==> config.mk <==
export PLATFORM = sky130hd
export DESIGN_NAME = llsc_monitor
export DESIGN_NICKNAME = d
export VERILOG_FILES = /design/src/rtl/llsc_pkg.sv /design/src/rtl/llsc_entry.sv /design/src/rtl/llsc_monitor.sv
export SDC_FILE = /design/constraint.sdc
export NUM_CORES = 1
export LEC_CHECK = 0
export CAP_MARGIN = 20
export CORE_MARGIN = 5
export CORE_UTILIZATION = 41
export DETAILED_ROUTE_END_ITERATION = 7
export PLACE_DENSITY_LB_ADDON = 0.15
export SYNTH_ARGS = -nofsm -noshare
export SYNTH_HDL_FRONTEND = slang
export SYNTH_SLANG_ARGS = --single-unit
==> constraint.sdc <==
create_clock -name clk -period 1.57 [get_ports clk]
set_input_delay 0.2355 -clock clk [delete_from_list [all_inputs] [get_ports clk]]
set_output_delay 0.2355 -clock clk [all_outputs]
set_load 0.05 [all_outputs]
==> src/rtl/llsc_pkg.sv <==
// Shared types and the granule-tag helper for the multi-channel LL/SC reservation monitor.
package llsc_pkg;

    localparam int unsigned ADDR_W_DEF    = 32;
    localparam int unsigned GRAN_BITS_DEF = 2;
    localparam int unsigned TAG_W         = ADDR_W_DEF - GRAN_BITS_DEF;
    // Widest byte address the tag helper accepts; callers zero-extend into it.
    localparam int unsigned MAX_ADDR_W    = 64;

    typedef enum logic [0:0] {
        IDLE = 1'b0,
        RESV = 1'b1
    } resv_state_t;

    function automatic logic [MAX_ADDR_W-1:0] gran_tag(input logic [MAX_ADDR_W-1:0] addr,
                                                      input int gran_bits);
        return addr >> gran_bits;
    endfunction

endpackage

==> src/rtl/llsc_entry.sv <==
// One channel's reservation: state, granule tag and (with LLSC_TIMEOUT_EN) an expiry counter.
module llsc_entry
    import llsc_pkg::*;
#(
    parameter int TW      = 30,
    parameter int TIMEOUT = 1024
) (
    input  logic          clk,
    input  logic          reset_n,
    input  logic          flush,
    input  logic          sc,
    input  logic          ll,
    input  logic          kill,
    input  logic [TW-1:0] ll_tag,
    output logic          valid,
    output logic [TW-1:0] tag
);

    resv_state_t   state_r;
    logic [TW-1:0] tag_r;
    logic          expired_s;

`ifdef LLSC_TIMEOUT_EN
    localparam int               CNT_W   = $clog2(TIMEOUT + 1);
    localparam logic [CNT_W-1:0] CNT_MAX = CNT_W'(TIMEOUT);

    logic [CNT_W-1:0] cnt_r;

    assign expired_s = (state_r == RESV) && (cnt_r == CNT_MAX);

    // Age of the live reservation; restarts when an LL actually arms, saturates at TIMEOUT.
    always_ff @(posedge clk or negedge reset_n) begin
        if (!reset_n) begin
            cnt_r <= {CNT_W{1'b0}};
        end else if (ll && !flush && !sc) begin
            cnt_r <= {CNT_W{1'b0}};
        end else if ((state_r == RESV) && (cnt_r != CNT_MAX)) begin
            cnt_r <= cnt_r + {{(CNT_W-1){1'b0}}, 1'b1};
        end else begin
            cnt_r <= cnt_r;
        end
    end
`else
    // Reservations never expire in this build.
    assign expired_s = (TIMEOUT < 0);
`endif

    // Reservation FSM: flush > sc > ll > kill/expiry > hold.
    always_ff @(posedge clk or negedge reset_n) begin
        if (!reset_n) begin
            state_r <= IDLE;
            tag_r   <= {TW{1'b0}};
        end else if (flush) begin
            state_r <= IDLE;
        end else if (sc) begin
            state_r <= IDLE;
        end else if (ll) begin
            state_r <= RESV;
            tag_r   <= ll_tag;
        end else if (kill || expired_s) begin
            state_r <= IDLE;
        end else begin
            state_r <= state_r;
        end
    end

    assign valid = (state_r == RESV);
    assign tag   = tag_r;

endmodule

==> src/rtl/llsc_monitor.sv <==
// Multi-channel LL/SC reservation monitor: per-channel entries plus same-cycle SC arbitration and kill matrix.
// Optional reservation expiry is enabled by defining LLSC_TIMEOUT_EN.
module llsc_monitor
    import llsc_pkg::*;
#(
    parameter int NCH       = 2,
    parameter int ADDR_W    = 32,
    parameter int GRAN_BITS = 2,
    parameter int TIMEOUT   = 1024
) (
    input  logic                  clk,
    input  logic                  reset_n,
    input  logic [NCH-1:0]        flush,
    input  logic [NCH-1:0]        ll_req,
    input  logic [NCH*ADDR_W-1:0] ll_addr,
    input  logic [NCH-1:0]        sc_req,
    input  logic [NCH*ADDR_W-1:0] sc_addr,
    input  logic                  st_valid,
    input  logic [ADDR_W-1:0]     st_addr,
    output logic [NCH-1:0]        sc_ok,
    output logic [NCH-1:0]        llbit
);

    localparam int TW = ADDR_W - GRAN_BITS;

    function automatic logic [TW-1:0] tag_of(input logic [ADDR_W-1:0] addr);
        return TW'(gran_tag(MAX_ADDR_W'(addr), GRAN_BITS));
    endfunction

    logic [TW-1:0]  ll_tag_s [NCH];
    logic [TW-1:0]  sc_tag_s [NCH];
    logic [TW-1:0]  tag_s    [NCH];
    logic [TW-1:0]  st_tag_s;
    logic [NCH-1:0] valid_s;
    logic [NCH-1:0] st_hit_s;
    logic [NCH-1:0] sc_cand_s;
    logic [NCH-1:0] blk_s;
    logic [NCH-1:0] sc_ok_s;
    logic [NCH-1:0] kill_s;

    assign st_tag_s = tag_of(st_addr);

    for (genvar i = 0; i < NCH; i++) begin : g_ch
        assign ll_tag_s[i] = tag_of(ll_addr[i*ADDR_W +: ADDR_W]);
        assign sc_tag_s[i] = tag_of(sc_addr[i*ADDR_W +: ADDR_W]);
        assign st_hit_s[i] = st_valid & (st_tag_s == tag_s[i]);

        llsc_entry #(
            .TW      (TW),
            .TIMEOUT (TIMEOUT)
        ) u_entry (
            .clk     (clk),
            .reset_n (reset_n),
            .flush   (flush[i]),
            .sc      (sc_req[i]),
            .ll      (ll_req[i]),
            .kill    (kill_s[i]),
            .ll_tag  (ll_tag_s[i]),
            .valid   (valid_s[i]),
            .tag     (tag_s[i])
        );
    end

    // SC candidates: live reservation on the SC's granule, not flushed, not hit by a store this cycle.
    always_comb begin
        sc_cand_s = {NCH{1'b0}};
        for (int i = 0; i < NCH; i++) begin
            sc_cand_s[i] = sc_req[i] & valid_s[i] & (tag_s[i] == sc_tag_s[i])
                           & ~flush[i] & ~st_hit_s[i];
        end
    end

    // Arbitration: a lower-index candidate on the same granule blocks this one.
    always_comb begin
        blk_s   = {NCH{1'b0}};
        sc_ok_s = {NCH{1'b0}};
        for (int i = 0; i < NCH; i++) begin
            for (int j = 0; j < NCH; j++) begin
                blk_s[i] = blk_s[i] | ((j < i) & sc_cand_s[j] & (sc_tag_s[j] == sc_tag_s[i]));
            end
            sc_ok_s[i] = sc_cand_s[i] & ~blk_s[i];
        end
    end

    // Kill matrix: snooped store to the granule, or another channel's winning SC to it.
    always_comb begin
        kill_s = {NCH{1'b0}};
        for (int i = 0; i < NCH; i++) begin
            kill_s[i] = st_hit_s[i];
            for (int j = 0; j < NCH; j++) begin
                kill_s[i] = kill_s[i] | ((j != i) & sc_ok_s[j] & (sc_tag_s[j] == tag_s[i]));
            end
        end
    end

    // sc_ok must read zero throughout reset even though it is combinational.
    always_comb begin
        if (!reset_n) begin
            sc_ok = {NCH{1'b0}};
        end else begin
            sc_ok = sc_ok_s;
        end
    end

    assign llbit = valid_s;

endmodule

==> results.cfg, run 1 <==
[timing]
worstMarginPinSlew_ns = 0.439
hold_viol_final = 0
worst_slew_margin_rel = 0.707
setup_slack_ns = -0.898
hold-worst-slack_ns = 0.000525
setup_repair_after_global_routing_missed_its_margin = yes
finalMaxSlewViolations = 0
finalClockSkew_ns = 0.00509
clock.fmax_ghz = 0.405
final-setup-viol-count = 4
period_needed_ns = 2.47
final_min_period_over_clock_period = 1.57

[critical_path]
worst-path-buf-inv = 2
crit_family = simple AND/OR/NAND/NOR gates
critPathMaxFanout = 2
worst-setup-path-type = reg -> out
worst_path_largest_cell_delay_ns = 0.40
wp_data_required_ns = 1.33
r2r-start = g_ch[0].u_entry.tag[19]
critical-path-slowest-cell = dfrtp_1
critical_path.cell_chain = xor2_2 > nor4_2 > buf_4 > nand4_1 > nor4_2 > nand3_1 > and4_4 > buf_12
timing.critical_path.from_type = flop
end_kind = output pin
worst_setup_path_startpoint = g_ch[0].u_entry.tag[19]
critical_path_arrival_ns = 2.23
crit_path_frequent_cell = nor4_2

[global_routing]
number_of_global_route_vias_before_repair = 5084
largest_net_degree_at_the_start_of_global_routing = 61
number_of_antenna_violations_at_the_first_check_in_global_routing = 0
grt_util_met1 = 0.385
wire_length_of_the_first_global_routing_pass_um = 28900
grt.total_usage = 0.292
overall_overflow_remaining_after_global_route = 0
grt-busiest-layer = met2
grtUsageMet2 = 0.469
met3_usage = 0.0663

[job]
max_cap_viol_count = 0

[floorplan]
floorplan.core_area_um2 = 11300
initial_cell_density_of_the_core = 0.413
floorplan.die.height_um = 117
fp.dieArea_um2 = 13600
num_io_pins = 173
die_outline_width_um = 117
placement_rows = 39

[logic_synthesis]
synth_largest_type_area_fraction = 0.333
netlist_instances = 426
synth_xor_area_frac = 0.395
share_of_cell_area_taken_by_muxes_after_synthesis = 0.145
synth-compound-area-share = 0.00859
synth-adder-area-share = 0
yosys-top-cells-area = dfrtp_1, xnor2_1, xor2_1
largest_family_of_logic_cells_by_synthesized_area = XOR/XNOR gates
top_cells_by_instance_count_after_synthesis = xnor2_1, xor2_1, dfrtp_1, nand4_1
synth_ff_type = dfrtp_1
post-synth-top-area-cell = dfrtp_1
cell_area_after_synthesis_um2 = 4660
synth.ff_latch_count = 62
synth_seq_area_share = 0.333
postSynth.asyncResetShare = 1.00
synth.most_common_cell = xnor2_1
synth_simple_gate_area_share = 0.110
yosysWarningCount = 0
mappedNetlistNets = 595
synth-edff-count = 0
synth.avg_cell_area_um2 = 10.9
netlist-cell-type-count = 23

[detailed_routing]
drcViolationCount = 0
total_wirelength_um = 19700
drt-wirelength-per-cell_um = 22.1
drt-initial-drc-count = 282
num_vias = 4636
route.detailed.vias_per_inst = 5.20
drt_pass_1_iters = 5
final_antenna_net_count = 0

[finish]
finish.net_count = 912
fraction_of_final_layout_cells_sized_beyond_drive_strength_1 = 0.314
n_antenna_cell = 0
synthToLayoutAreaGrowth_pct = 75.6

[place]
place_worst_setup_slack_ns = -0.987
half_perimeter_wire_length_after_detailed_placement_um = 16000
gp_routability_congestion = 0.959
i_o_buffers = 162

[cts]
htreeDepth = 3
clock-root-buffer = clkbuf_16
clock_sink_count = 62
tritoncts.num_buffers = 9
cts_tree = done
clk_pin_slew_ns = 0.05
clkLatencyLatePin_ns = 0.34
max-clock-path-buffers = 2

[outcome]
run_status = finished, violations left
failing_checks = setup timing

[power]
irDropWorstVdd_uv = 803
power_density_nw_per_um2 = 964
reported_leakage_power_nw = 3.40

[worst_hold_path]
type_of_the_tightest_min_delay_check = in -> async
==> flip-flops by register name (all words and copies together), names as in the netlist <==
register,flops
g_ch.u_entry.valid,2
g_ch.u_entry.tag,60
==> area by class of cell <==
type                    instances  area [um2]
multi-input cells             356        3230
fillers                       867        3090
repair buffers                314        2850
flip-flops and latches         62        1560
clock buffers                  10         229
well taps                     143         179
clock inverters                 6         134
==> per-layer routing <==
metal | wire, um | vias to the layer above
li1 | - | 2131
met1 | 8150 | 2216
met2 | 9170 | 237
met3 | 1780 | 52
met4 | 582 | 0
met5 | 0 | -
==> path summary, 6_finish.rpt <==
kind,to,slack [ns],cells after the start
setup / recovery,sc_ok[1],-0.90,8
hold / removal,g_ch[1].u_entry.tag[6],0.0005,2
setup reg to reg,g_ch[0].u_entry.valid,-0.72,12
hold reg to reg,g_ch[1].u_entry.tag[6],0.55,1
max in group asynchronous,g_ch[0].u_entry.valid,1.05,2
min in group clk,g_ch[1].u_entry.valid,0.32,3
==> cell families after synthesis <==
logic type,Yosys count
xor+xnor,210
simple gates,81
flops,62
mux,60
buf+inv,8
compound gates,5
==> through the flow <==
| stage | cells | utilization | power [W] | setup TNS [ns] | cell area, um2 |
|---|---|---|---|---|---|
| floorplan | 426 | - | 0.00351 | -0.447 | 4670 |
| global placement | 864 | 0.669 | 0.00521 | -18.44 | 7540 |
| detailed placement | 864 | 0.669 | 0.00524 | -18.67 | 7540 |
| CTS | 887 | 0.714 | 0.00782 | -2.80 | 8050 |
| global route | 891 | 0.726 | 0.00818 | -3.43 | 8190 |
| finish | 891 | 0.726 | 0.00789 | -3.02 | 8190 |
==> cell usage in the layout (no fill, tap or decap), types with 2 or more instances in the layout <==
cell type and count:
dfrtp_1 55, nand3_1 4, mux2_2 31, nor4_1 21, buf_6 7, mux2_1 29, nor4_2 10, nor4_4 2
dfrtp_2 7, xor2_1 96, and2_1 2, dlymetal6s2s_1 6, xnor2_1 106, bufinv_16 4, dlygate4sd2_1 4, buf_12 5
buf_4 143, clkbuf_16 9, clkdlybuf4s50_1 147, xnor2_2 7, nor2_1 2, nand4_1 33
==> where the power goes <==
| group | switching (W) | leakage, nW | internal [W] |
|---|---|---|---|
| clock | 0.000776 | 0.177 | 0.00171 |
| combinational | 0.00134 | 2.49 | 0.00175 |
| sequential | 0.000408 | 0.729 | 0.00190 |
==> repair_timing <==
action | CTS | global route
pin swaps | 17 | 11
hold buffers | 1 | 0
hold endpoints to repair | 2 | 0
setup endpoints to repair | 4 | 34
resized for setup | 23 | 28
gates cloned | 0 | 2
buffers inserted | 12 | 2
No activity file was read; power rests on OpenSTA's default activity.
==> run 2, diff against run 1 <==
SKIP_CTS_REPAIR_TIMING = 1   (was unset)
==> run 2 against run 1 <==
Net effect: the run still ends with setup timing left; worst setup slack improved by 0.033 ns; register-to-register slack improved by 0.21 ns; utilization increased by 0.52 points; non-clock buffer count decreased by 3; die area unchanged; design area increased by 0.72%; cell count decreased by 0.34%; first-iteration DRC count increased by 1.8%; total power increased by 0.74%; wire length decreased by 0.45%; global-route usage decreased by 0.37 points; sequential power about the same; critical endpoint unchanged.
==> results.cfg, run 2 (synthesized netlist as in run 1, its figures left out) <==
[critical_path]
worst_setup_path_startpoint = g_ch[0].u_entry.tag[19]
worst-setup-path-type = reg -> out
critical_path.cell_chain = xor2_1 > nor4_2 > buf_4 > nand4_1 > nor4_2 > nand3_1 > and4_4 > buf_12
timing.critical_path.from_type = flop
r2r-start = g_ch[0].u_entry.tag[7]
worst_path_largest_cell_delay_ns = 0.38
end_kind = output pin
worst-path-buf-inv = 2
critPathMaxFanout = 2
critical-path-slowest-cell = dfrtp_1
crit_path_frequent_cell = nor4_2
wp_data_required_ns = 1.33
critical_path_arrival_ns = 2.20
crit_family = simple AND/OR/NAND/NOR gates

[timing]
clock.fmax_ghz = 0.411
finalClockSkew_ns = 0.00604
hold-worst-slack_ns = 0.0128
hold_viol_final = 0
timing.setup.tns_ns = -2.63
finalMaxSlewViolations = 0
setup_repair_after_global_routing_missed_its_margin = yes
final_min_period_over_clock_period = 1.55
worstMarginPinSlew_ns = 0.478
worst_slew_margin_rel = 0.680
final-setup-viol-count = 4
setup_slack_ns = -0.865
period_needed_ns = 2.43

[power]
reported_leakage_power_nw = 3.46
irDropWorstVdd_uv = 804
power_density_nw_per_um2 = 965
finalPower_w = 0.00795

[global_routing]
number_of_global_route_vias_before_repair = 4992
grt.total_usage = 0.288
overall_overflow_remaining_after_global_route = 0
wire_length_of_the_first_global_routing_pass_um = 28500
largest_net_degree_at_the_start_of_global_routing = 61
number_of_antenna_violations_at_the_first_check_in_global_routing = 0

[place]
gp_routability_congestion = 0.959
i_o_buffers = 162
half_perimeter_wire_length_after_detailed_placement_um = 16000

[worst_hold_path]
type_of_the_tightest_min_delay_check = in -> async

[floorplan]
num_io_pins = 173
floorplan.core_area_um2 = 11300
die_outline_width_um = 117
placement_rows = 39
floorplan.die.height_um = 117
initial_cell_density_of_the_core = 0.413
fp.dieArea_um2 = 13600

[detailed_routing]
num_vias = 4613
drt-wirelength-per-cell_um = 22.1
wl_met3_um = 1500
drt-initial-drc-count = 287
drcViolationCount = 0
wirelength_met1_um = 8410
dr.max_layer_used = met4
total_wirelength_um = 19600
wl_met2_um = 9130
final_antenna_net_count = 0
route.detailed.vias_per_inst = 5.19
drt_pass_1_iters = 7

[finish]
nFillCells = 851
synthToLayoutAreaGrowth_pct = 76.9
finish.net_count = 909
final_common_cell = clkdlybuf4s50_1
most-common-layout-cells = clkdlybuf4s50_1, buf_4, xnor2_1, xor2_1, dfrtp_1
fraction_of_final_layout_cells_sized_beyond_drive_strength_1 = 0.321
n_antenna_cell = 0
largest_register_ffs = 60

[cts]
clock-root-buffer = clkbuf_16
cts_tree = done
tritoncts.num_buffers = 9
max-clock-path-buffers = 2
clk_pin_slew_ns = 0.05
htreeDepth = 3
clock_sink_count = 62
clkLatencyLatePin_ns = 0.34

[job]
max_cap_viol_count = 0

[outcome]
run_status = finished, violations left
failing_checks = setup timing
-- run 2: cell types whose count changed in the layout (fill, tap and decap cells not counted), moves of 2 or more --
cell | previous run | this run
xnor2_1 | 106 | 100
xnor2_2 | 7 | 13
dlygate4sd2_1 | 4 | 0
dlymetal6s2s_1 | 6 | 10
nor4_1 | 21 | 17
nor4_2 | 10 | 14
dfrtp_1 | 55 | 58
dfrtp_2 | 7 | 4
buf_6 | 7 | 5
-- run 2: final timing paths --
check,slack [ns],end,depth (start not counted)
min,0.01,g_ch[0].u_entry.tag[17],2
max reg2reg,-0.51,g_ch[1].u_entry.valid,8
max in group asynchronous,1.03,g_ch[0].u_entry.valid,2
max,-0.86,sc_ok[1],8
min in group clk,0.31,g_ch[1].u_entry.valid,3
min reg2reg,0.55,g_ch[1].u_entry.tag[6],1
-- run 2: layout make-up --
cell class | instances | area [um2] | area share
sequential | 62 | 1560 | 0.189
clock inverter | 6 | 134 | 0.0162
clock buffer | 10 | 229 | 0.0278
timing repair buffer | 311 | 2830 | 0.344
tap | 143 | 179 | 0.0217
multi-input combinational | 356 | 3310 | 0.402
-- run 2: where the power goes --
part	total [W]	internal (W)	switching, W
combinational	0.00315	0.00179	0.00136
sequential	0.00231	0.00190	0.000413
clock	0.00249	0.00171	0.000776
total	0.00795	0.00540	0.00255
-- run 2: metal layers --
layer | global-route usage | vias up
li1 | - | 2131
met1 | 0.379 | 2239
met2 | 0.465 | 196
met3 | 0.0694 | 47
met4 | 0.0971 | 0
met5 | 0 | -
-- run 2: per-stage QoR --
| stage | setup slack, ns | cells | utilization | instance area [um2] |
|---|---|---|---|---|
| CTS | -1.01 | 880 | 0.701 | 7900 |
| finish | -0.865 | 888 | 0.731 | 8240 |
| detailed placement | -0.987 | 864 | 0.669 | 7540 |
| global route | -0.988 | 888 | 0.731 | 8240 |
| floorplan | -0.235 | 426 | - | 4670 |
| global placement | -0.948 | 864 | 0.669 | 7540 |
==> run 3, diff against run 2 <==
CORE_UTILIZATION = 49   (was 41)
clock period = 2.9 ns   (was 1.57 ns; I/O delays follow)
==> run 3 against run 2 <==
Net effect: the flow now finishes without violations; sequential cell count did not move; critical path depth fell by 1; clock skew rose by 0.0016 ns; first-iteration DRC count fell by 12%; die area fell by 15%; cell count fell by 12%; critical endpoint unchanged; largest cell class unchanged.
==> results.cfg, run 3 (synthesized netlist as in run 1, its figures left out) <==
[place]
gp_routability_congestion = 0.951
place_worst_setup_slack_ns = -0.156
placed_cell_area_um2 = 6810
half_perimeter_wire_length_after_detailed_placement_um = 15100
i_o_buffers = 162
dpl.cell_count = 760

[finish]
flip_flop_and_latch_area_um2 = 1560
stdcell_area_um2 = 7190
final_common_cell = clkdlybuf4s50_1
most-common-layout-cells = clkdlybuf4s50_1, xnor2_1, xor2_1, dfrtp_1, buf_4
layout.core_utilization = 0.778
largest_register_ffs = 60
n_antenna_cell = 0
non_filler_instance_count_after_layout = 779
finish.net_count = 815
fraction_of_final_layout_cells_sized_beyond_drive_strength_1 = 0.191
synthToLayoutAreaGrowth_pct = 54.3
nFillCells = 554
multi_input_area_um2 = 3180

[critical_path]
timing.critical_path.from_type = primary input
end_kind = output pin
worst-setup-path-type = in -> out
wp_data_required_ns = 2.47
critPathMaxFanout = 3
critical_path_arrival_ns = 2.42
reg2reg_setup_slack_ns = 0.81

[cts]
clkLatencyLatePin_ns = 0.36
clk_pin_slew_ns = 0.08
cts_tree = done
clock-root-buffer = clkbuf_8
tritoncts.num_buffers = 9
htreeDepth = 3
clock_sink_count = 62
max-clock-path-buffers = 2

[timing]
finalMaxSlewViolations = 0
hold-worst-slack_ns = 0.423
hold_viol_final = 0
finalClockSkew_ns = 0.00764
worstMarginPinSlew_ns = 0.824
worst_slew_margin_rel = 0.450
period_needed_ns = 2.86
final_min_period_over_clock_period = 0.985
clock.fmax_ghz = 0.350
final-setup-viol-count = 0
setup_slack_ns = 0.0437

[global_routing]
number_of_antenna_violations_at_the_first_check_in_global_routing = 0
largest_net_degree_at_the_start_of_global_routing = 62
wire_length_of_the_first_global_routing_pass_um = 27800
number_of_global_route_vias_before_repair = 4753
grt.total_usage = 0.327
overall_overflow_remaining_after_global_route = 0

[detailed_routing]
drt_pass_1_iters = 4
route.detailed.vias_per_inst = 5.57
drcViolationCount = 0
drt-initial-drc-count = 252
total_wirelength_um = 18800
num_vias = 4336
drt-wirelength-per-cell_um = 24.1
final_antenna_net_count = 0

[floorplan]
placement_rows = 35
floorplan.core_area_um2 = 9240
floorplan.die.height_um = 108
initial_cell_density_of_the_core = 0.504
die_outline_width_um = 108
fp.dieArea_um2 = 11600
num_io_pins = 173

[job]
max_cap_viol_count = 0

[power]
irDropWorstVdd_uv = 324
reported_leakage_power_nw = 2.93
power_density_nw_per_um2 = 474

[worst_hold_path]
type_of_the_tightest_min_delay_check = in -> reg

[outcome]
run_status = complete, no violations
## run 3: cell types whose count changed in the layout (fill, tap and decap cells not counted), moves of 11 or more
cell and change:
xnor2_2 -12, dlymetal6s2s_1 +11, buf_4 -88, xnor2_1 +12
## run 3: path summary, 6_finish.rpt
path / start / to / depth (start not counted)
max: sc_addr[17] / sc_ok[1] / 7
min: flush[0] / g_ch[0].u_entry.valid / 4
max reg2reg: g_ch[0].u_entry.tag[13] / g_ch[0].u_entry.valid / 8
min reg2reg: g_ch[1].u_entry.tag[11] / g_ch[1].u_entry.tag[11] / 1
max in group asynchronous: reset_n / g_ch[0].u_entry.tag[19] / 3
min in group asynchronous: reset_n / g_ch[1].u_entry.valid / 2
## run 3: critical path: stages
cell	delay, ns
clkdlybuf4s50_1	0.50
xnor2_1	0.36
nand4_1	0.25
nor4_4	0.36
nand3_1	0.14
and4_4	0.23
buf_12	0.14
## run 3: per-layer routing
metal  up-vias  track usage  routed length [um]
met2       187        0.548                9410
met1      2180        0.426                7850
met4         0       0.0965                 394
met3        31       0.0630                1160
li1       1938            -                   -
met5         -            0                   0
## run 3: layout make-up
type	count	area share
clock buffers	9	0.0172
clock inverters	6	0.00888
multi-input cells	356	0.442
flip-flops and latches	62	0.216
well taps	129	0.0225
repair buffers	217	0.293
## run 3: through the flow
stage               setup TNS, ns  power, W
global route             -0.00812   0.00355
finish                          0   0.00341
global placement           -0.245   0.00254
detailed placement         -0.294   0.00257
floorplan                       0   0.00190
CTS                        -0.298   0.00336
## run 3: report_power, final
part | leakage (nW) | switching, W | internal (W)
Sequential | 0.733 | 0.000294 | 0.00103
Combinational | 2.11 | 0.000601 | 0.000719
Clock | 0.0911 | 0.000379 | 0.000390
